$ cat src/rtl/pipe_latch_hs_if.sv
// Handshake bundle between two pipeline stages and the inter-stage latch.
// The master side is the surrounding pipeline (upstream producer plus
// downstream consumer); the slave side is the latch itself.
interface pipe_latch_hs_if #(
   parameter int PC_W    = 12,
   parameter int INSTR_W = 12,
   parameter int SET_W   = 4
);
   logic               in_valid;
   logic               in_ready;
   logic [PC_W-1:0]    in_pc;
   logic [INSTR_W-1:0] in_instr;
   logic [SET_W-1:0]   in_instr_set;
   logic               out_valid;
   logic               out_ready;
   logic [PC_W-1:0]    out_pc;
   logic [INSTR_W-1:0] out_instr;
   logic [SET_W-1:0]   out_instr_set;

   modport master (
      output in_valid, in_pc, in_instr, in_instr_set, out_ready,
      input  in_ready, out_valid, out_pc, out_instr, out_instr_set
   );

   modport slave (
      input  in_valid, in_pc, in_instr, in_instr_set, out_ready,
      output in_ready, out_valid, out_pc, out_instr, out_instr_set
   );
endinterface

$ cat src/rtl/pipe_latch_hs.sv
// Handshaked inter-stage latch: DEPTH-entry circular buffer carrying
// {pc, instr, instr_set}, with flush and a saturating stall counter.
// in_ready / out_valid come from the registered count only, so there is
// no combinational path from in_valid, out_ready or flush to them.
module pipe_latch_hs #(
   parameter int PC_W    = 12,
   parameter int INSTR_W = 12,
   parameter int SET_W   = 4,
   parameter int DEPTH   = 2,
   parameter int CNT_W   = 16
) (
   input  logic                         clk,
   input  logic                         rst,
   input  logic                         flush,
   pipe_latch_hs_if.slave               bus,
   output logic [$clog2(DEPTH+1)-1:0]   occupancy,
   output logic [CNT_W-1:0]             stall_cnt
);

   localparam int PTR_W = (DEPTH > 1) ? $clog2(DEPTH) : 1;
   localparam int OCC_W = $clog2(DEPTH + 1);

   typedef logic [PTR_W-1:0] ptr_t;

   logic [PC_W-1:0]    pc_mem  [DEPTH];
   logic [INSTR_W-1:0] instr_mem [DEPTH];
   logic [SET_W-1:0]   set_mem [DEPTH];

   ptr_t             wptr;
   ptr_t             rptr;
   logic [OCC_W-1:0] count;
   logic             full;
   logic             empty;
   logic             push;
   logic             pop;

   // Pointers wrap explicitly so DEPTH need not be a power of two.
   function automatic ptr_t ptr_inc(input ptr_t p);
      return (p == PTR_W'(DEPTH - 1)) ? '0 : p + ptr_t'(1);
   endfunction

   // Stall counter holds at all-ones instead of wrapping.
   function automatic logic [CNT_W-1:0] sat_inc(input logic [CNT_W-1:0] c);
      return (&c) ? c : c + CNT_W'(1);
   endfunction

   assign full  = (count == OCC_W'(DEPTH));
   assign empty = (count == '0);
   assign push  = bus.in_valid && !full && !flush;
   assign pop   = !empty && bus.out_ready && !flush;

   assign bus.in_ready      = !full;
   assign bus.out_valid     = !empty;
   assign bus.out_pc        = empty ? '0 : pc_mem[rptr];
   assign bus.out_instr     = empty ? '0 : instr_mem[rptr];
   assign bus.out_instr_set = empty ? '0 : set_mem[rptr];
   assign occupancy         = count;

   // Pointer and count bookkeeping; flush empties the buffer, rst wins over all.
   always_ff @(posedge clk) begin
      if (rst) begin
         wptr  <= '0;
         rptr  <= '0;
         count <= '0;
      end else if (flush) begin
         wptr  <= '0;
         rptr  <= '0;
         count <= '0;
      end else begin
         if (push) wptr <= ptr_inc(wptr);
         if (pop)  rptr <= ptr_inc(rptr);
         if (push && !pop)
            count <= count + OCC_W'(1);
         else if (pop && !push)
            count <= count - OCC_W'(1);
      end
   end

   // Entry storage; flush leaves contents alone since the count hides them.
   always_ff @(posedge clk) begin
      if (rst) begin
         for (int i = 0; i < DEPTH; i++) begin
            pc_mem[i]    <= '0;
            instr_mem[i] <= '0;
            set_mem[i]   <= '0;
         end
      end else if (push) begin
         pc_mem[wptr]    <= bus.in_pc;
         instr_mem[wptr] <= bus.in_instr;
         set_mem[wptr]   <= bus.in_instr_set;
      end
   end

   // Count cycles where the head is offered but not taken; flush cycles excluded.
   always_ff @(posedge clk) begin
      if (rst)
         stall_cnt <= '0;
      else if (!empty && !bus.out_ready && !flush)
         stall_cnt <= sat_inc(stall_cnt);
   end

endmodule
$ cat src/flat_wrapper.sv
// flat-port wrapper written by rule: the top's interface ports become plain ports
module pipe_latch_hs_flat 
#(
   parameter int PC_W    = 12,
   parameter int INSTR_W = 12,
   parameter int SET_W   = 4,
   parameter int DEPTH   = 2,
   parameter int CNT_W   = 16
)
  (clk, rst, flush, occupancy, stall_cnt, bus_in_valid, bus_in_pc, bus_in_instr, bus_in_instr_set, bus_out_ready, bus_in_ready, bus_out_valid, bus_out_pc, bus_out_instr, bus_out_instr_set);
  pipe_latch_hs_if #(.PC_W(PC_W), .INSTR_W(INSTR_W), .SET_W(SET_W)) bus_i ();
  input  logic clk;
  input  logic rst;
  input  logic flush;
  output logic [$clog2(DEPTH+1)-1:0] occupancy;
  output logic [CNT_W-1:0] stall_cnt;
  input wire logic [$bits(bus_i.in_valid)-1:0] bus_in_valid;
  input wire logic [$bits(bus_i.in_pc)-1:0] bus_in_pc;
  input wire logic [$bits(bus_i.in_instr)-1:0] bus_in_instr;
  input wire logic [$bits(bus_i.in_instr_set)-1:0] bus_in_instr_set;
  input wire logic [$bits(bus_i.out_ready)-1:0] bus_out_ready;
  output wire logic [$bits(bus_i.in_ready)-1:0] bus_in_ready;
  output wire logic [$bits(bus_i.out_valid)-1:0] bus_out_valid;
  output wire logic [$bits(bus_i.out_pc)-1:0] bus_out_pc;
  output wire logic [$bits(bus_i.out_instr)-1:0] bus_out_instr;
  output wire logic [$bits(bus_i.out_instr_set)-1:0] bus_out_instr_set;
  assign bus_i.in_valid = bus_in_valid;
  assign bus_i.in_pc = bus_in_pc;
  assign bus_i.in_instr = bus_in_instr;
  assign bus_i.in_instr_set = bus_in_instr_set;
  assign bus_i.out_ready = bus_out_ready;
  assign bus_in_ready = bus_i.in_ready;
  assign bus_out_valid = bus_i.out_valid;
  assign bus_out_pc = bus_i.out_pc;
  assign bus_out_instr = bus_i.out_instr;
  assign bus_out_instr_set = bus_i.out_instr_set;
  pipe_latch_hs #(.PC_W(PC_W), .INSTR_W(INSTR_W), .SET_W(SET_W), .DEPTH(DEPTH), .CNT_W(CNT_W)) u_core (.clk(clk), .rst(rst), .flush(flush), .bus(bus_i), .occupancy(occupancy), .stall_cnt(stall_cnt));
endmodule
$ cat config.mk
export PLATFORM = sky130hd
export DESIGN_NAME = pipe_latch_hs_flat
export DESIGN_NICKNAME = d
export VERILOG_FILES = /design/src/rtl/pipe_latch_hs_if.sv /design/src/rtl/pipe_latch_hs.sv /design/src/flat_wrapper.sv
export SDC_FILE = /design/constraint.sdc
export NUM_CORES = 1
export LEC_CHECK = 0
export CELL_PAD_IN_SITES_DETAIL_PLACEMENT = 0
export CELL_PAD_IN_SITES_GLOBAL_PLACEMENT = 1
export CORE_MARGIN = 10
export CORE_UTILIZATION = 30
export CTS_CLUSTER_DIAMETER = 50
export DETAILED_ROUTE_END_ITERATION = 10
export GPL_TIMING_DRIVEN = 0
export PLACE_DENSITY_LB_ADDON = 0.2
export RECOVER_POWER = 100
export SETUP_SLACK_MARGIN = 0.4
export SYNTH_ARGS = -nofsm -noshare
export SYNTH_HDL_FRONTEND = slang
export SYNTH_SLANG_ARGS = --single-unit
$ cat constraint.sdc
create_clock -name clk -period 3.6 [get_ports clk]
set_input_delay 0.36 -clock clk [delete_from_list [all_inputs] [get_ports clk]]
set_output_delay 0.36 -clock clk [all_outputs]
set_load 0.02 [all_outputs]
==> implementation parameters, run 1 <==
Parameter                              Value

Routing
  Antenna-violating nets left    0
  Mean routed wirelength per cell    16.4 um
  DRT Pass-1 Iters    4
  Via count    2645
  Final wirelength    9030 um
  Via density    4.80
  Drt initial violations    85
  Number of remaining DRC errors    0

Logic synthesis
  Syn. warnings    0
  Area share of the largest cell type after synthesis    46.2%
  Share of flip-flops with an asynchronous set or reset after synthesis    0%
  Number of synthesized flops with an enable pin    56
  Number of nets produced by synthesis    343
  Sequential element share of the synthesized area    57.7%
  Leading post-synthesis cells by cell area    edfxtp_1, dfxtp_1, and2_1
  Count of distinct cell types in the synthesized netlist    43
  Post-Synthesis Cell Area    3640 um^2
  Number of instances in the synthesized netlist    308
  Cell taking the most area after synthesis    edfxtp_1
  Top FF cell, synth    edfxtp_1
  Yosys reg bits    77
  Commonest cells in the netlist    and2_1, edfxtp_1, nor2_1
  Post-synthesis area per instance    11.8 um^2

CTS
  Inserted Clock Buffers    9
  Sinks on Clock Net    77
  Total setup buffers inserted after CTS    0
  CTS hold repair buffers    0
  TritonCTS clock tree    built
  Clock-pin slew on the worst setup and hold paths    0.06 ns
  Post-cts sizing count    0
  Maximum number of buffers from clock root to sink    2
  Clock network latency to the later pin of the worst-skew pair    0.33 ns
  Deepest level of the CTS H-tree    3
  Root buffer selected by CTS    clkbuf_16

GRT
  Total global-route track usage    11.0%
  Global route hottest layer    met2
  Global-route congestion overflow total    0
  Met2 track demand over resource    17.2%
  GR Util met1    13.6%
  Largest net degree at the start of global routing    29
  Global-route track usage on met3    3.89%
  First-pass GRT wire length    14500 um
  Initial antenna violation count    0
  Number of global-route vias before repair    2742

Layout
  Final design utilization    41.0%
  Count of filler cells inserted in the layout    1189
  Antenna diode instance count    0
  Fin cells    551
  NumNets Final    434
  Relative area change from synthesis to final layout    34.5%
  Fraction of final layout cells sized beyond drive strength 1    7.92%

Placed design
  Final weighted congestion in routability-driven placement    0.780
  Final HPWL DP    6380 um
  # port buffers    79
  Placement-stage worst setup slack    0.772 ns
  Cell count after placement    535

Timing
  Final critical-path share of the clock period    86.5%
  Slew of the pin with the lowest slew margin    2.24 ns
  Final Critical Period    3.11 ns
  Max-Slew Margin vs Limit    -50.7%
  Hold Vio Cnt, Final    0
  RSZ-0062 raised after global routing    false
  Post-route clock skew    0.00436 ns
  Final setup viols    0
  Smallest setup slack after layout    0.485 ns
  Final Slew Violations    24
  Maximum operating frequency    0.321 GHz

Setup path
  Required time at the endpoint of the critical path    3.62 ns
  Worst setup path startpoint    flush
  Element type at the critical path end    register
  Critical path type    primary input to register
  Critical path launch point type    primary input
  Reg2reg start    u_core.occupancy[0]
  Setup slack of the most critical reg-to-reg path    0.55 ns
  CP Max Fanout    16
  Arrival time worst endpoint    3.14 ns

Run
  Number of max-cap violations    2

Min path
  Hold Startpoint    rst
  Worst Hold Class    primary input to register

Die
  Site row count    40
  # IOs    81
  Area of the core region    12000 um^2
  Initial core utilization    30.4%
  Total Die Area    16900 um^2
  Die extent in y    130 um
  Die width    130 um

Status
  Violated checks    capacitance limit, slew limit
  Result of the run    finished, violations left

Power
  Leakage Power    1.75 nW
  IR drop worst, VDD    0.000176 V
  Tot Pwr    2.20 mW
  Power density normalized to cell area    450 nW/um^2
[per-stage QoR]
stage / hold WS, ns / TNS [ns] / area (um^2)
after floorplan: 0.520 / 0 / 3650
after global placement: 0.512 / -6.12 / 4620
after detailed placement: 0.523 / 0 / 4650
after CTS: 0.506 / 0 / 4980
after global routing: 0.521 / 0 / 4900
final: 0.472 / 0 / 4900
[where the power goes]
part           total, mW  switching (mW)  internal, mW
clock               1.02           0.345         0.673
combinational      0.182           0.101        0.0808
sequential          1.00          0.0115         0.992
total               2.20           0.457          1.75
[routing by layer]
layer	wire (um)	part of all wire, %
met5	0	0
met1	4050	45
met4	111	1.2
met2	4190	46
met3	670	7.4
[cell families after synthesis]
group           synth area share, %
mux                            8.00
simple gates                   24.6
fa+ha+maj                     0.687
buf+inv                        2.44
compound gates                 5.32
flops                          57.7
xor+xnor                       1.20
[cell type report]
cell class | count | area [um^2] | area share [%]
plain buffers | 17 | 70.1 | 1.43
clock buffers | 9 | 225 | 4.60
clock inverters | 7 | 114 | 2.32
inverters | 3 | 12.5 | 0.255
multi-input cells | 211 | 1390 | 28.3
flip-flops and latches | 77 | 2100 | 42.9
well taps | 147 | 184 | 3.75
repair buffers | 80 | 806 | 16.4
[flip-flops by register name, indices dropped and copies added, names as in the netlist, named ones only]
register,count
u_core.instr_mem,24
u_core.occupancy,2
u_core.rptr,1
u_core.stall_cnt,16
u_core.wptr,1
u_core.set_mem,8
u_core.pc_mem,24
[placed cells by master, fill, tap and decap left out, types with 3 or more instances in the layout]
cell type	count
a21oi_1	14
and2_0	36
and2_1	20
buf_2	5
bufinv_16	3
clkbuf_1	12
clkbuf_16	9
clkdlybuf4s50_1	33
dfxtp_1	21
dlygate4sd3_1	46
edfxtp_1	56
mux2i_1	28
nand2_1	8
nand3_1	5
nand4_1	6
nor2_1	34
nor3_1	5
nor4_1	3
o21ai_0	3
o31ai_1	12
or4_1	10
xor2_1	4
[final timing paths]
| kind | end | cells after the start |
|---|---|---|
| hold / removal | u_core.stall_cnt[15] | 3 |
| setup reg to reg | u_core.pc_mem[0][8] | 4 |
| setup / recovery | u_core.pc_mem[0][8] | 4 |
| hold reg to reg | u_core.stall_cnt[3] | 2 |
[worst max-delay path, stage by stage]
cell and delay, ns:
clkdlybuf4s50_1 0.50, buf_2 0.23, o31ai_1 1.76, buf_8 0.28
Power figures use the tool's default switching activity.
==> run 2: changes to the inputs <==
--- a/config.mk
+++ b/config.mk
@@ -7,12 +7,12 @@
 export LEC_CHECK = 0
 export CELL_PAD_IN_SITES_DETAIL_PLACEMENT = 0
 export CELL_PAD_IN_SITES_GLOBAL_PLACEMENT = 1
-export CORE_MARGIN = 10
+export CORE_MARGIN = 8
 export CORE_UTILIZATION = 30
 export CTS_CLUSTER_DIAMETER = 50
 export DETAILED_ROUTE_END_ITERATION = 10
 export GPL_TIMING_DRIVEN = 0
-export PLACE_DENSITY_LB_ADDON = 0.2
+export PLACE_DENSITY_LB_ADDON = 0.05
 export RECOVER_POWER = 100
 export SETUP_SLACK_MARGIN = 0.4
 export SYNTH_ARGS = -nofsm -noshare
==> implementation parameters, run 2 (synthesized netlist as in run 1, its figures left out) <==
Parameter                              Value

Status
  Result of the run    finished, violations left
  Violated checks    capacitance limit, slew limit

Die
  Area of the core region    11900 um^2
  # IOs    81
  Die width    126 um
  Die extent in y    126 um
  Initial core utilization    30.6%
  Site row count    40
  Total Die Area    15900 um^2

Setup path
  Setup slack of the most critical reg-to-reg path    0.98 ns
  Critical path type    register to primary output
  Worst setup path startpoint    u_core.occupancy[0]
  Reg2reg start    u_core.stall_cnt[0]
  R2r worst-path depth    6
  CP Max Fanout    10
  Terminus of the critical flop-to-flop path    u_core.stall_cnt[0]
  Arrival time worst endpoint    2.63 ns
  Required time at the endpoint of the critical path    3.24 ns
  Critical path launch point type    register
  Element type at the critical path end    primary output

Power
  Net switching power figure    461 uW
  Tot Pwr    2.21 mW
  Leakage Power    1.77 nW
  IR drop worst, VDD    0.000249 V
  Clk network pwr share    46.3%
  Combinational Power Share    8.4%
  Cell-internal power    1.75 mW
  Share of power burned in registers    45.3%
  Fraction of power spent switching nets    20.9%
  Power density normalized to cell area    450 nW/um^2

Timing
  Final Slew Violations    7
  Final Critical Period    2.99 ns
  RSZ-0062 raised after global routing    false
  Slew of the pin with the lowest slew margin    1.68 ns
  Post-route clock skew    0.00713 ns
  Max-Slew Margin vs Limit    -13.1%
  Maximum operating frequency    0.335 GHz
  Final critical-path share of the clock period    83.0%
  Final setup viols    0
  Smallest setup slack after layout    0.613 ns
  Hold Vio Cnt, Final    0

Layout
  Largest regs    u_core.instr_mem: 24 flops, u_core.pc_mem: 24 flops, u_core.stall_cnt: 16 flops
  Commonest cells after routing, fill and taps aside    edfxtp_1, dlygate4sd3_1, nor2_1, and2_0, clkdlybuf4s50_1
  Fraction of final layout cells sized beyond drive strength 1    8.17%
  Count of filler cells inserted in the layout    1202
  Most common library cell in the layout ignoring fill and taps    edfxtp_1
  Relative area change from synthesis to final layout    34.8%
  Antenna diode instance count    0
  Final instance area    4910 um^2
  NumNets Final    435
  Fin cells    551
  Final design utilization    41.2%

Routing
  Via density    4.77
  Drt initial violations    99
  Antenna-violating nets left    0
  Mean routed wirelength per cell    16.2 um
  Final wirelength    8910 um
  Number of remaining DRC errors    0
  DRT Pass-1 Iters    4
  Via count    2627

Min path
  Worst hold path depth    3
  Hold Startpoint    rst
  Worst Hold End    u_core.stall_cnt[15]
  Worst Hold Class    primary input to register

CTS
  CTS hold repair buffers    0
  Clock-pin slew on the worst setup and hold paths    0.06 ns
  TritonCTS clock tree    built
  Maximum number of buffers from clock root to sink    2
  Clock network latency to the later pin of the worst-skew pair    0.33 ns
  Sinks on Clock Net    77
  Root buffer selected by CTS    clkbuf_16
  Total setup buffers inserted after CTS    0
  Post-cts sizing count    0
  Deepest level of the CTS H-tree    3
  Inserted Clock Buffers    9

GRT
  First-pass GRT wire length    14300 um
  Global-route congestion overflow total    0
  Largest net degree at the start of global routing    29
  Initial antenna violation count    1
  Number of global-route vias before repair    2743
  Total global-route track usage    11.5%

Run
  Number of max-cap violations    1

Placed design
  Placement-stage worst setup slack    0.792 ns
  Cell count after placement    536
  Final HPWL DP    6220 um
  Area post-placement    4660 um^2
  Final weighted congestion in routability-driven placement    0.736
  # port buffers    79
[run 2: cell count changes in the layout (fill, tap and decap cells not counted), moves of 2 or more]
cell,previous run,this run
and2_0,36,34
and2_1,20,22
clkinv_4,0,2
clkinvlp_4,2,0
[run 2: per-stage QoR]
stage               hold slack, ns  setup TNS, ns
floorplan                    0.520              0
global route                 0.527              0
finish                       0.471              0
detailed placement           0.516              0
CTS                          0.528              0
global placement             0.512          -6.35
[run 2: final cells by class]
class	instances	area, um^2	share of cell area, %
repair buffers	81	821	16.7
clock buffers	9	225	4.59
flip-flops and latches	77	2100	42.8
inverters	3	12.5	0.255
clock inverters	6	113	2.29
well taps	147	184	3.75
multi-input cells	211	1390	28.2
plain buffers	17	68.8	1.40
[run 2: worst max path at each step]
stage,to,slack [ns],cells past startpoint
after floorplan,u_core.instr_mem[0][0],0.91,3
after global placement,u_core.pc_mem[0][7],-0.23,3
after detailed placement,u_core.pc_mem[1][7],0.79,5
after CTS,bus_out_pc[3],0.58,5
after global routing,u_core.set_mem[0][2],0.36,5
final,bus_out_pc[3],0.61,5
[run 2: worst max-delay path, cell delays in order (launching register included)]
cell and delay (ns):
dfxtp_1 0.36, nor2_1 0.21, clkbuf_1 0.45, clkbuf_1 0.48, nor2_1 0.12, dlygate4sd3_1 0.68
[run 2: power by group through the flow]
| stage | Sequential (mW) | Combinational (mW) | Clock [mW] |
|---|---|---|---|
| final | 1.00 | 0.185 | 1.02 |
| after global routing | 1.00 | 0.203 | 1.07 |
| after CTS | 1.00 | 0.202 | 1.05 |
| after detailed placement | 1.02 | 0.202 | 0 |
| after global placement | 1.02 | 0.195 | 0 |
| after floorplan | 1.02 | 0.0953 | 0 |
[run 2: routing by layer]
metal,share of wire [%],global-route usage [%]
met4,0.95,4.25
met5,0.15,0
met1,44,12.9
met2,49,19.2
met3,6.7,4.51
